`src/rtl/adder_inverse_if.sv`:
```
// Valid/ready bus for the operand-recovery block.
// The master drives the sum/operand pair and consumes the result.
interface adder_inverse_if;
  logic [6:0] s;
  logic [5:0] y;
  logic       in_valid;
  logic       in_ready;
  logic [5:0] x;
  logic       err;
  logic       out_valid;
  logic       out_ready;

  modport master (
    output s, y, in_valid, out_ready,
    input  in_ready, x, err, out_valid
  );

  modport slave (
    input  s, y, in_valid, out_ready,
    output in_ready, x, err, out_valid
  );
endinterface

```
`src/rtl/adder_inverse.sv`:
```
// Recovers x = s - y from a 7-bit sum and 6-bit operand, one bit per clock, LSB first.
// err flags pairs that no 6-bit + 6-bit addition can produce.
module adder_inverse (
  input  logic         clk,
  input  logic         rst,
  adder_inverse_if.slave bus
);
  typedef enum logic [1:0] {IDLE, RUN, DONE} state_e;

  state_e     state_q, state_d;
  logic [6:0] s_q, s_d, y_q, y_d, d_q, d_d;
  logic [2:0] i_q, i_d;
  logic       b_q, b_d;
  logic [5:0] x_q, x_d;
  logic       err_q, err_d;
  logic       in_ready_q, in_ready_d;
  logic       out_valid_q, out_valid_d;
  logic       diff_bit, borrow_nxt;

  always_comb begin
    diff_bit   = s_q[i_q] ^ y_q[i_q] ^ b_q;
    borrow_nxt = (~s_q[i_q] & y_q[i_q]) | (~(s_q[i_q] ^ y_q[i_q]) & b_q);

    state_d     = state_q;
    s_d         = s_q;
    y_d         = y_q;
    d_d         = d_q;
    i_d         = i_q;
    b_d         = b_q;
    x_d         = x_q;
    err_d       = err_q;
    in_ready_d  = in_ready_q;
    out_valid_d = out_valid_q;

    case (state_q)
      IDLE: begin
        if (bus.in_valid) begin
          s_d        = bus.s;
          y_d        = {1'b0, bus.y};
          i_d        = 3'd0;
          b_d        = 1'b0;
          in_ready_d = 1'b0;
          state_d    = RUN;
        end
      end
      RUN: begin
        d_d[i_q] = diff_bit;
        b_d      = borrow_nxt;
        i_d      = i_q + 3'd1;
        // Final bit: d[6] and the last borrow come from this edge's computation.
        if (i_q == 3'd6) begin
          x_d         = d_q[5:0];
          err_d       = borrow_nxt | diff_bit;
          out_valid_d = 1'b1;
          state_d     = DONE;
        end
      end
      DONE: begin
        if (bus.out_ready) begin
          out_valid_d = 1'b0;
          in_ready_d  = 1'b1;
          state_d     = IDLE;
        end
      end
      default: begin
        out_valid_d = 1'b0;
        in_ready_d  = 1'b1;
        state_d     = IDLE;
      end
    endcase
  end

  always_ff @(posedge clk) begin
    if (rst) begin
      state_q     <= IDLE;
      s_q         <= '0;
      y_q         <= '0;
      d_q         <= '0;
      i_q         <= '0;
      b_q         <= 1'b0;
      x_q         <= '0;
      err_q       <= 1'b0;
      in_ready_q  <= 1'b1;
      out_valid_q <= 1'b0;
    end else begin
      state_q     <= state_d;
      s_q         <= s_d;
      y_q         <= y_d;
      d_q         <= d_d;
      i_q         <= i_d;
      b_q         <= b_d;
      x_q         <= x_d;
      err_q       <= err_d;
      in_ready_q  <= in_ready_d;
      out_valid_q <= out_valid_d;
    end
  end

  assign bus.in_ready  = in_ready_q;
  assign bus.out_valid = out_valid_q;
  assign bus.x         = x_q;
  assign bus.err       = err_q;
endmodule
```
`src/flat_wrapper.sv`:
```
// flat-port wrapper written by rule: the top's interface ports become plain ports
module adder_inverse_flat 
  (clk, rst, bus_s, bus_y, bus_in_valid, bus_out_ready, bus_in_ready, bus_x, bus_err, bus_out_valid);
  adder_inverse_if bus_i ();
  input  logic clk;
  input  logic rst;
  input wire logic [$bits(bus_i.s)-1:0] bus_s;
  input wire logic [$bits(bus_i.y)-1:0] bus_y;
  input wire logic [$bits(bus_i.in_valid)-1:0] bus_in_valid;
  input wire logic [$bits(bus_i.out_ready)-1:0] bus_out_ready;
  output wire logic [$bits(bus_i.in_ready)-1:0] bus_in_ready;
  output wire logic [$bits(bus_i.x)-1:0] bus_x;
  output wire logic [$bits(bus_i.err)-1:0] bus_err;
  output wire logic [$bits(bus_i.out_valid)-1:0] bus_out_valid;
  assign bus_i.s = bus_s;
  assign bus_i.y = bus_y;
  assign bus_i.in_valid = bus_in_valid;
  assign bus_i.out_ready = bus_out_ready;
  assign bus_in_ready = bus_i.in_ready;
  assign bus_x = bus_i.x;
  assign bus_err = bus_i.err;
  assign bus_out_valid = bus_i.out_valid;
  adder_inverse u_core (.clk(clk), .rst(rst), .bus(bus_i));
endmodule
```
`config.mk`:
```
export PLATFORM = sky130hd
export DESIGN_NAME = adder_inverse_flat
export DESIGN_NICKNAME = d
export VERILOG_FILES = /design/src/rtl/adder_inverse_if.sv /design/src/rtl/adder_inverse.sv /design/src/flat_wrapper.sv
export SDC_FILE = /design/constraint.sdc
export NUM_CORES = 1
export LEC_CHECK = 0
export CORE_MARGIN = 5
export CORE_UTILIZATION = 47
export CTS_BUF_LIST = sky130_fd_sc_hd__clkbuf_16
export DETAILED_ROUTE_END_ITERATION = 8
export PLACE_DENSITY = 0.73
export SYNTH_ARGS = -nofsm -noshare
export SYNTH_HDL_FRONTEND = slang
export SYNTH_SLANG_ARGS = --single-unit
```
`constraint.sdc`:
```
create_clock -name clk -period 2.9 [get_ports clk]
set_clock_uncertainty 0.2 [all_clocks]
set_input_delay 0.58 -clock clk [delete_from_list [all_inputs] [get_ports clk]]
set_output_delay 0.58 -clock clk [all_outputs]
set_load 0.02 [all_outputs]
```
==> results of run 1 <==
[power groups by stage]
stage / combinational (mW) / clock (mW) / sequential (mW)
2_1_floorplan: 0.0665 / 0 / 0.504
3_3_place_gp: 0.0942 / 0 / 0.508
3_5_place_dp: 0.0976 / 0 / 0.508
4_1_cts: 0.0983 / 0.495 / 0.499
5_1_grt: 0.109 / 0.520 / 0.500
6_report: 0.0980 / 0.487 / 0.499
[worst max path at each step]
stage                                   to  slack [ns]                  startpoint  cells after the start
2_1_floorplan  u_core.bus.err$_SDFFE_PP0P_        0.57  u_core.i_q[2]$_SDFFE_PP0P_                      7
3_5_place_dp   u_core.bus.err$_SDFFE_PP0P_        0.32  u_core.i_q[2]$_SDFFE_PP0P_                      6
4_1_cts        u_core.bus.err$_SDFFE_PP0P_        0.31  u_core.i_q[2]$_SDFFE_PP0P_                      6
5_1_grt        u_core.bus.err$_SDFFE_PP0P_        0.08  u_core.i_q[2]$_SDFFE_PP0P_                      6
6_report       u_core.bus.err$_SDFFE_PP0P_        0.31  u_core.i_q[2]$_SDFFE_PP0P_                      6
3_3_place_gp   u_core.bus.err$_SDFFE_PP0P_        0.39  u_core.i_q[2]$_SDFFE_PP0P_                      6
[logic make-up (layout without fill, tap and decap cells)]
logic type / after synthesis / in the layout / share of synthesized area
adders and majority gates: 3 / 3 / 0.0309
muxes: 5 / 5 / 0.0446
buffers and inverters: 16 / 38 / 0.0617
DFF: 34 / 34 / 0.467
and+or+nand+nor: 61 / 61 / 0.210
AOI/OAI and AO/OA: 45 / 45 / 0.186
[synth_stat cells (all sizes together), types with 2 or more instances]
cell type / count / area share
ha: 2 / 0.017
inv: 3 / 0.0077
a21oi: 30 / 0.10
a221oi: 2 / 0.012
nand2: 39 / 0.10
dfxtp: 34 / 0.47
nor3b: 5 / 0.037
buf: 7 / 0.038
mux2i: 2 / 0.014
nor2: 7 / 0.018
o21ai: 2 / 0.0069
nor2b: 2 / 0.0086
a311oi: 7 / 0.042
clkbuf: 6 / 0.016
mux2: 2 / 0.015
[critical path, stage by stage (launching register included)]
cell and delay [ns]:
sky130_fd_sc_hd__dfxtp_1 0.59, sky130_fd_sc_hd__mux2_2 0.39, sky130_fd_sc_hd__a221oi_1 0.30, sky130_fd_sc_hd__nor2_1 0.10
sky130_fd_sc_hd__fa_1 0.63, sky130_fd_sc_hd__nor3b_1 0.21, sky130_fd_sc_hd__nor3_1 0.06
[registers in the layout, indices dropped and copies added, names as in the netlist]
register and cells:
u_core.bus.out_valid 1, u_core.y_q 6, u_core.d_q 6, u_core.b_q 1, u_core.i_q 3, u_core.s_q 7, u_core.state_q 2, u_core.bus.err 1
u_core.bus.in_ready 1, u_core.bus.x 6
[area by class of cell]
cell class | count | area [um^2]
clock buffers | 5 | 125
clock inverters | 3 | 12.5
fillers | 277 | 1180
inverters | 3 | 11.3
multi-input cells | 114 | 688
flip-flops and latches | 34 | 681
well taps | 33 | 41.3
repair buffers | 27 | 265
[metal layers]
layer  routed length (um)  GRT usage  vias up
li1                     -          -      607
met1                 1270      0.162      530
met2                 1440      0.268       28
met3                  191     0.0530        6
met4                   43     0.0933        0
met5                    0          0        -
==> metrics.log, run 1 <==
INFO  metric setup_total_negative_slack = 0 ns
INFO  metric post-route-min-period = 2.59 ns
INFO  metric dp.cells = 211
INFO  metric global_route.overflow_total = 0
INFO  metric cp-end-kind = register
INFO  metric fmax = 0.385 GHz
INFO  metric tritoncts.num_buffers = 5
INFO  metric global_route_wire_length_before_repair = 5090 um
INFO  metric setup.worst_path.start_class = register
INFO  metric post_route_utilization = 0.608
INFO  metric area_delta_synth_final = 25.0%
INFO  metric synth.lib_cells_used.distinct = 34
INFO  metric portion_of_total_power_attributed_to_sequential_cells = 0.460
INFO  metric rsz0062_at_grt = false
INFO  metric drt_pre_antenna_iters = 4
INFO  metric most_common_cell_after_layout_fill_and_taps_aside = sky130_fd_sc_hd__nand2_1
INFO  metric switching_share = 0.220
INFO  metric synth.ff_latch_count = 34
INFO  metric final_hpwl_from_detailed_placement = 2100 um
INFO  metric power.switching = 239 uW
INFO  metric relSlewSlack = 0.682
INFO  metric wl = 2950 um
INFO  metric static-leakage-power = 0.679 nW
INFO  metric fp.dieArea = 4320 um^2
INFO  metric gp_congestion = 0.866
INFO  metric mostFrequentLayoutCells = 39 x sky130_fd_sc_hd__nand2_1, 34 x sky130_fd_sc_hd__dfxtp_1, 30 x sky130_fd_sc_hd__a21oi_1
INFO  metric grt_max_degree = 35
INFO  metric cts.repair.resized = 0
INFO  metric reg2reg_from = u_core.i_q[2]$_SDFFE_PP0P_
INFO  metric antenna_found_initial = 0
INFO  metric report.power.total = 1.08 mW
INFO  metric mappedNetlistNets = 184
INFO  metric power.combinational.fraction = 0.090
INFO  metric cts-root-to-sink-buffers = 2
INFO  metric detail_route.iter0.violations = 29
INFO  metric worst-endpoint-arrival = 2.55 ns
INFO  metric synth.cell_area = 1460 um^2
INFO  metric clkTransAtPathRegs = 0.05 ns
INFO  metric grt_use_total = 0.156
INFO  metric postSynthCellCount = 164
INFO  metric cts_sinks = 34
INFO  metric die-height = 65.7 um
INFO  metric die_w = 65.7 um
INFO  metric timing_worst_slew_pin_value = 0.475 ns
INFO  metric hold_viol_final = 0
INFO  metric syn_area_per_cell = 8.90 um^2
INFO  metric clock_latency = 0.27 ns
INFO  metric synth-async-reset-ratio = 0
INFO  metric period_share = 0.895
INFO  metric drive_gt1_frac = 0.0753
INFO  metric finish.net_count = 205
INFO  metric grt_pass1_vias = 1214
INFO  metric required = 2.85 ns
INFO  metric htreeDepth = 2
INFO  metric peakVddDrop = 374 uV
INFO  metric fin_area = 1820 um^2
INFO  metric timing.rr.end = u_core.bus.err$_SDFFE_PP0P_
INFO  metric hold_path_startpoint = u_core.bus.x[0]$_SDFFE_PP0P_
INFO  metric report.final.setup_viol = 0
INFO  metric slew_viol_final = 0
INFO  metric whs_endpoint = u_core.bus.x[0]$_SDFFE_PP0P_
INFO  metric place_area = 1690 um^2
INFO  metric ys_flop_type = sky130_fd_sc_hd__dfxtp_1
INFO  metric hp-class = reg -> reg
INFO  metric drt-vias-per-instance = 5.35
INFO  metric num_vias = 1171
INFO  metric reg2reg_depth = 6
INFO  metric wire_length_per_cell = 13.5 um
INFO  metric whs = 0.253 ns
INFO  metric detail-route-antenna-nets = 0
INFO  metric pd_cells = 594 nW/um^2
INFO  metric antenna_cell_count = 0
INFO  metric status = completed
INFO  metric hold-path-cell-count = 2
INFO  metric port-buffer-count = 25
INFO  metric pwr-share-clk = 0.449
INFO  metric ff2ff_setup_slack = 0.31 ns
INFO  metric hold_buffers = 0
INFO  metric io_pins = 26
INFO  metric clock_tree_from_tritoncts = done
INFO  metric clk_root_buffer_cell = sky130_fd_sc_hd__clkbuf_16
INFO  metric pre_cts_ws = 0.317 ns
INFO  metric timing.final.ws_setup = 0.305 ns
INFO  metric synth_enable_flop_cells = 0
INFO  metric critical_path_peak_fanout = 13
INFO  metric ys_seq_area_frac = 0.467
INFO  metric layout.cells.non_filler = 219
INFO  metric route.detailed.drc = 0
INFO  metric synth_warnings = 0
INFO  metric placementRows = 20
INFO  metric effective_utilization_at_floorplan = 0.486
INFO  metric internal-power = 845 uW
INFO  metric timing.max_cap.violations = 0
INFO  metric critical_path_class = reg -> reg
INFO  metric post_cts_buffers = 0
INFO  metric core = 3000 um^2
No activity file was read; power rests on OpenSTA's default activity.
==> run 2: changes to the inputs <==
--- a/config.mk
+++ b/config.mk
@@ -5,7 +5,7 @@
 export SDC_FILE = /design/constraint.sdc
 export NUM_CORES = 1
 export LEC_CHECK = 0
-export CORE_MARGIN = 5
+export CAP_MARGIN = 10
 export CORE_UTILIZATION = 47
 export CTS_BUF_LIST = sky130_fd_sc_hd__clkbuf_16
 export DETAILED_ROUTE_END_ITERATION = 8
==> metrics.log, run 2 (synthesis gave the netlist of run 1 again) <==
INFO  metric route.detailed.drc = 1 (+1)
INFO  metric max_flop_register = u_core.s_q
INFO  metric cts_sinks = 34 (unchanged)
INFO  metric cp_num_cells = 6 (unchanged)
INFO  metric timing.rr.end = u_core.bus.err$_SDFFE_PP0P_
INFO  metric detail_route.iter0.violations = 52 (+79%)
INFO  metric timing_worst_slew_pin_value = 0.759 ns (+0.284 ns)
INFO  metric cp-end-kind = register
INFO  metric post-route-min-period = 2.65 ns (+0.0596 ns)
INFO  metric static-leakage-power = 0.679 nW (about the same)
INFO  metric rsz0062_at_grt = false
INFO  metric io_pins = 26 (unchanged)
INFO  metric timing.max_cap.violations = 0 (unchanged)
INFO  metric violated_checks = design-rule violations
INFO  metric setup_total_negative_slack = 0 ns (unchanged)
INFO  metric drive_gt1_frac = 0.0707 (-0.00462)
INFO  metric finish.net_count = 204 (-0.49%)
INFO  metric wire_length_per_cell = 14.2 um (+5.6%)
INFO  metric drt_pre_antenna_iters = 6 (+2)
INFO  metric reg2reg_depth = 6 (unchanged)
INFO  metric required = 2.84 ns (about the same)
INFO  metric antenna_found_initial = 0 (unchanged)
INFO  metric status = complete, but fails checks
INFO  metric clkTransAtPathRegs = 0.05 ns (about the same)
INFO  metric grt_max_degree = 19 (-46%)
INFO  metric slowest_stage = sky130_fd_sc_hd__fa_1
INFO  metric reg2reg_from = u_core.i_q[2]$_SDFFE_PP0P_
INFO  metric cts.repair.resized = 0 (unchanged)
INFO  metric clk_root_buffer_cell = sky130_fd_sc_hd__clkbuf_16
INFO  metric tritoncts.num_buffers = 5 (unchanged)
INFO  metric pre_cts_ws = 0.303 ns (-0.0140 ns)
INFO  metric port-buffer-count = 25 (unchanged)
INFO  metric htreeDepth = 2 (unchanged)
INFO  metric report.final.setup_viol = 0 (unchanged)
INFO  metric grt_pass1_vias = 1132 (-6.8%)
INFO  metric hold_viol_final = 0 (unchanged)
INFO  metric peakVddDrop = 462 uV (+24%)
INFO  metric effective_utilization_at_floorplan = 0.511 (+0.0256)
INFO  metric wl = 3050 um (+3.6%)
INFO  metric critical_path_class = reg -> reg
INFO  metric hold_path_startpoint = u_core.s_q[4]$_SDFFE_PP0P_
INFO  metric clock_tree_from_tritoncts = done
INFO  metric final_hpwl_from_detailed_placement = 2080 um (-0.80%)
INFO  metric pd_cells = 636 nW/um^2 (+7.1%)
INFO  metric relSlewSlack = 0.492 (-0.191)
INFO  metric detail-route-antenna-nets = 0 (unchanged)
INFO  metric num_vias = 1229 (+5.0%)
INFO  metric area_delta_synth_final = 25.8%
INFO  metric slew_viol_final = 0 (unchanged)
INFO  metric core = 2850 um^2 (-5.0%)
INFO  metric mostFrequentLayoutCells = 39 x sky130_fd_sc_hd__nand2_1, 34 x sky130_fd_sc_hd__dfxtp_1, 30 x sky130_fd_sc_hd__a21oi_1
INFO  metric critical_path_peak_fanout = 13 (unchanged)
INFO  metric cts-root-to-sink-buffers = 2 (unchanged)
INFO  metric critical_path.max_stage_delay = 0.62 ns (about the same)
INFO  metric worst-endpoint-arrival = 2.59 ns (+0.04 ns)
INFO  metric fp.dieArea = 3330 um^2 (-23%)
INFO  metric ff2ff_setup_slack = 0.25 ns (-0.06 ns)
INFO  metric crit_buf_inv = 0 (unchanged)
INFO  metric setup.worst_path.start_class = register
INFO  metric die_w = 57.7 um (-12%)
INFO  metric hold-path-cell-count = 2 (unchanged)
INFO  metric hold_buffers = 0 (unchanged)
INFO  metric clock_latency = 0.27 ns (about the same)
INFO  metric largest_reg_flops = 7 (unchanged)
INFO  metric die-height = 57.7 um (-12%)
INFO  metric hp-class = reg -> reg
INFO  metric most_common_cell_after_layout_fill_and_taps_aside = sky130_fd_sc_hd__nand2_1
INFO  metric gp_congestion = 0.881 (+1.8%)
INFO  metric drt-vias-per-instance = 5.72 (+6.9%)
INFO  metric global_route.overflow_total = 0 (unchanged)
INFO  metric placementRows = 19 (-5.0%)
INFO  metric global_route_wire_length_before_repair = 5150 um (+1.2%)
INFO  metric antenna_cell_count = 0 (unchanged)
INFO  metric timing.final.ws_setup = 0.246 ns (-0.0596 ns)
INFO  metric timing.critical_path.max_delay_family = adder cells
INFO  metric path_cells = mux2_2 > a221oi_1 > nor2_1 > fa_1 > nor3b_1 > nor3_1
INFO  metric period_share = 0.915 (+0.0205)
INFO  metric grt_use_total = 0.209 (+0.0529)
INFO  metric whs_endpoint = u_core.s_q[4]$_SDFFE_PP0P_
INFO  metric fmax = 0.377 GHz (-2.2%)
INFO  metric post_cts_buffers = 0 (unchanged)
## run 2: area by class of cell
class / count / area [um^2]
fillers: 240 / 1020
multi-input cells: 114 / 688
flip-flops and latches: 34 / 681
repair buffers: 26 / 258
clock buffers: 5 / 125
well taps: 31 / 38.8
clock inverters: 2 / 33.8
inverters: 3 / 11.3
## run 2: worst min-delay path: stages (launching register included)
cell and delay [ns]:
sky130_fd_sc_hd__dfxtp_1 0.30, sky130_fd_sc_hd__nand2_1 0.05, sky130_fd_sc_hd__a21oi_1 0.05
## run 2: worst max-delay path by stage
stage                                from                     endpoint  slack (ns)
2_1_floorplan  u_core.i_q[2]$_SDFFE_PP0P_  u_core.bus.err$_SDFFE_PP0P_        0.57
3_3_place_gp   u_core.i_q[2]$_SDFFE_PP0P_  u_core.bus.err$_SDFFE_PP0P_        0.37
3_5_place_dp   u_core.i_q[2]$_SDFFE_PP0P_  u_core.bus.err$_SDFFE_PP0P_        0.30
4_1_cts        u_core.i_q[2]$_SDFFE_PP0P_  u_core.bus.err$_SDFFE_PP0P_        0.30
5_1_grt        u_core.i_q[2]$_SDFFE_PP0P_  u_core.bus.err$_SDFFE_PP0P_        0.15
6_report       u_core.i_q[2]$_SDFFE_PP0P_  u_core.bus.err$_SDFFE_PP0P_        0.25
## run 2: stage by stage
stage               hold slack [ns]  area, um^2  instances   util  power, mW
floorplan                     0.232        1460        164      -      0.571
global placement              0.244        1680        208  0.588      0.601
detailed placement            0.243        1680        208  0.588      0.604
finish                        0.248        1840        215  0.643       1.17
global route                  0.269        1840        215  0.643       1.22
CTS                           0.250        1840        215  0.643       1.18
## run 2: where the power goes
part	switching (mW)	internal [mW]
clock	0.175	0.396
sequential	0.0153	0.485
combinational	0.0475	0.0492
## run 2: routing by layer
| layer | global-route usage | up-vias | wire (um) |
|---|---|---|---|
| li1 | - | 603 | - |
| met1 | 0.254 | 562 | 1310 |
| met2 | 0.336 | 56 | 1470 |
| met3 | 0.0603 | 8 | 206 |
| met4 | 0.112 | 0 | 68 |
| met5 | 0 | - | 0 |
==> run 3: changes to the inputs <==
--- a/config.mk
+++ b/config.mk
@@ -6,10 +6,10 @@
 export NUM_CORES = 1
 export LEC_CHECK = 0
 export CAP_MARGIN = 10
-export CORE_UTILIZATION = 47
+export CORE_UTILIZATION = 51
 export CTS_BUF_LIST = sky130_fd_sc_hd__clkbuf_16
 export DETAILED_ROUTE_END_ITERATION = 8
-export PLACE_DENSITY = 0.73
+export PLACE_DENSITY = 0.78
 export SYNTH_ARGS = -nofsm -noshare
 export SYNTH_HDL_FRONTEND = slang
 export SYNTH_SLANG_ARGS = --single-unit
==> metrics.log, run 3 (synthesis gave the netlist of run 1 again) <==
INFO  metric port-buffer-count = 25 (unchanged)
INFO  metric effective_utilization_at_floorplan = 0.534 (+0.0222)
INFO  metric grt_use_total = 0.208 (-0.000478)
INFO  metric worst-endpoint-arrival = 2.68 ns (+0.09 ns)
INFO  metric clkTransAtPathRegs = 0.06 ns (about the same)
INFO  metric gp_congestion = 0.818 (-7.1%)
INFO  metric wire_length_per_cell = 13.3 um (-6.1%)
INFO  metric period_share = 0.941 (+0.0252)
INFO  metric cts_sinks = 34 (unchanged)
INFO  metric die-height = 55.5 um (-3.9%)
INFO  metric setup_total_negative_slack = 0 ns (unchanged)
INFO  metric place_area = 1680 um^2 (unchanged)
INFO  metric critical_path_peak_fanout = 13 (unchanged)
INFO  metric grtUsageMet3 = 0.0585 (-0.00172)
INFO  metric drt_pre_antenna_iters = 4 (-2)
INFO  metric detail_route.iter0.violations = 25 (-52%)
INFO  metric drive_gt1_frac = 0.0757 (+0.00502)
INFO  metric timing.max_cap.violations = 0 (unchanged)
INFO  metric hold_viol_final = 0 (unchanged)
INFO  metric rsz0062_at_grt = false
INFO  metric report.power.total = 1.10 mW (-6.2%)
INFO  metric mostFrequentLayoutCells = 39 x sky130_fd_sc_hd__nand2_1, 34 x sky130_fd_sc_hd__dfxtp_1, 30 x sky130_fd_sc_hd__a21oi_1
INFO  metric pd_cells = 603 nW/um^2 (-5.3%)
INFO  metric grt_util_met2 = 0.353 (+0.0173)
INFO  metric antenna_cell_count = 0 (unchanged)
INFO  metric grt_max_degree = 35 (+16)
INFO  metric setup.worst_path.start_class = register
INFO  metric cts.repair.resized = 0 (unchanged)
INFO  metric required = 2.86 ns (+0.02 ns)
INFO  metric core = 2730 um^2 (-4.2%)
INFO  metric io_pins = 26 (unchanged)
INFO  metric post-route-min-period = 2.73 ns (+0.0732 ns)
INFO  metric relSlewSlack = 0.523 (+0.0312)
INFO  metric fmax = 0.367 GHz (-2.7%)
INFO  metric htreeDepth = 2 (unchanged)
INFO  metric cts-root-to-sink-buffers = 2 (unchanged)
INFO  metric largest_reg_flops = 7 (unchanged)
INFO  metric clk_root_buffer_cell = sky130_fd_sc_hd__clkbuf_16
INFO  metric global_route_wire_length_before_repair = 5020 um (-2.4%)
INFO  metric critical_path_class = reg -> reg
INFO  metric placementRows = 19 (unchanged)
INFO  metric post_cts_buffers = 0 (unchanged)
INFO  metric max_flop_register = u_core.s_q
INFO  metric fin_area = 1820 um^2 (-0.95%)
INFO  metric route.detailed.drc = 0 (-1)
INFO  metric busiest_layer = met2
INFO  metric nFillCells = 215 (-10%)
INFO  metric hp-class = reg -> reg
INFO  metric global_route.overflow_total = 0 (unchanged)
INFO  metric cp-end-kind = register
INFO  metric peakVddDrop = 637 uV (+38%)
INFO  metric slew_viol_final = 0 (unchanged)
INFO  metric wl = 2880 um (-5.6%)
INFO  metric fp.dieArea = 3080 um^2 (-7.6%)
INFO  metric num_vias = 1209 (-1.6%)
INFO  metric timing_worst_slew_pin_value = 0.712 ns (-0.0466 ns)
INFO  metric grt_use_met1 = 0.238 (-0.0158)
INFO  metric die_w = 55.5 um (-3.9%)
INFO  metric hold_buffers = 0 (unchanged)
INFO  metric tritoncts.num_buffers = 5 (unchanged)
INFO  metric static-leakage-power = 0.669 nW (-1.5%)
INFO  metric area_delta_synth_final = 24.6%
INFO  metric final_hpwl_from_detailed_placement = 1970 um (-5.6%)
INFO  metric finish.net_count = 204 (unchanged)
INFO  metric most_common_cell_after_layout_fill_and_taps_aside = sky130_fd_sc_hd__nand2_1
INFO  metric clock_tree_from_tritoncts = done
INFO  metric report.final.setup_viol = 0 (unchanged)
INFO  metric clock_latency = 0.28 ns (about the same)
INFO  metric drt-vias-per-instance = 5.60 (-2.1%)
INFO  metric antenna_found_initial = 0 (unchanged)
INFO  metric grt_pass1_vias = 1160 (+2.5%)
INFO  metric status = completed
INFO  metric detail-route-antenna-nets = 0 (unchanged)
[run 3: worst paths after layout]
| path | startpoint | end | slack [ns] | cells after the start |
|---|---|---|---|---|
| min reg2reg | u_core.d_q[0]$_SDFFE_PP0P_ | u_core.bus.x[0]$_SDFFE_PP0P_ | 0.25 | 2 |
| max reg2reg | u_core.i_q[2]$_SDFFE_PP0P_ | u_core.bus.err$_SDFFE_PP0P_ | 0.17 | 6 |
| max | u_core.i_q[2]$_SDFFE_PP0P_ | u_core.bus.err$_SDFFE_PP0P_ | 0.17 | 6 |
| min | u_core.d_q[0]$_SDFFE_PP0P_ | u_core.bus.x[0]$_SDFFE_PP0P_ | 0.25 | 2 |
[run 3: critical path: stages, from the launching register on]
cell,delay (ns)
sky130_fd_sc_hd__dfxtp_1,0.59
sky130_fd_sc_hd__mux2_2,0.38
sky130_fd_sc_hd__a221oi_1,0.37
sky130_fd_sc_hd__nor2_1,0.12
sky130_fd_sc_hd__fa_1,0.62
sky130_fd_sc_hd__nor3b_1,0.26
sky130_fd_sc_hd__nor3_1,0.06
[run 3: metal layers]
metal / wire [um] / vias up
li1: - / 606
met1: 1240 / 560
met2: 1460 / 35
met3: 122 / 8
met4: 54 / 0
met5: 0 / -
[run 3: power breakdown]
part,switching (mW),internal [mW],total [mW]
Sequential,0.0149,0.485,0.500
Combinational,0.0470,0.0491,0.0961
Clock,0.188,0.313,0.500
[run 3: stage by stage]
| stage | worst slack, ns | util | cells | hold WS (ns) |
|---|---|---|---|---|
| final | 0.173 | 0.665 | 216 | 0.251 |
| after global routing | 0.0490 | 0.665 | 216 | 0.274 |
| after global placement | 0.402 | 0.613 | 208 | 0.241 |
| after floorplan | 0.574 | - | 164 | 0.232 |
| after detailed placement | 0.266 | 0.613 | 208 | 0.244 |
| after CTS | 0.159 | 0.665 | 216 | 0.251 |
[run 3: layout make-up]
class	count	area (um^2)	share of cell area
clock buffers	5	125	0.0688
clock inverters	3	16.3	0.00895
inverters	3	11.3	0.00619
multi-input cells	114	688	0.379
flip-flops and latches	34	681	0.374
well taps	31	38.8	0.0213
repair buffers	26	258	0.142
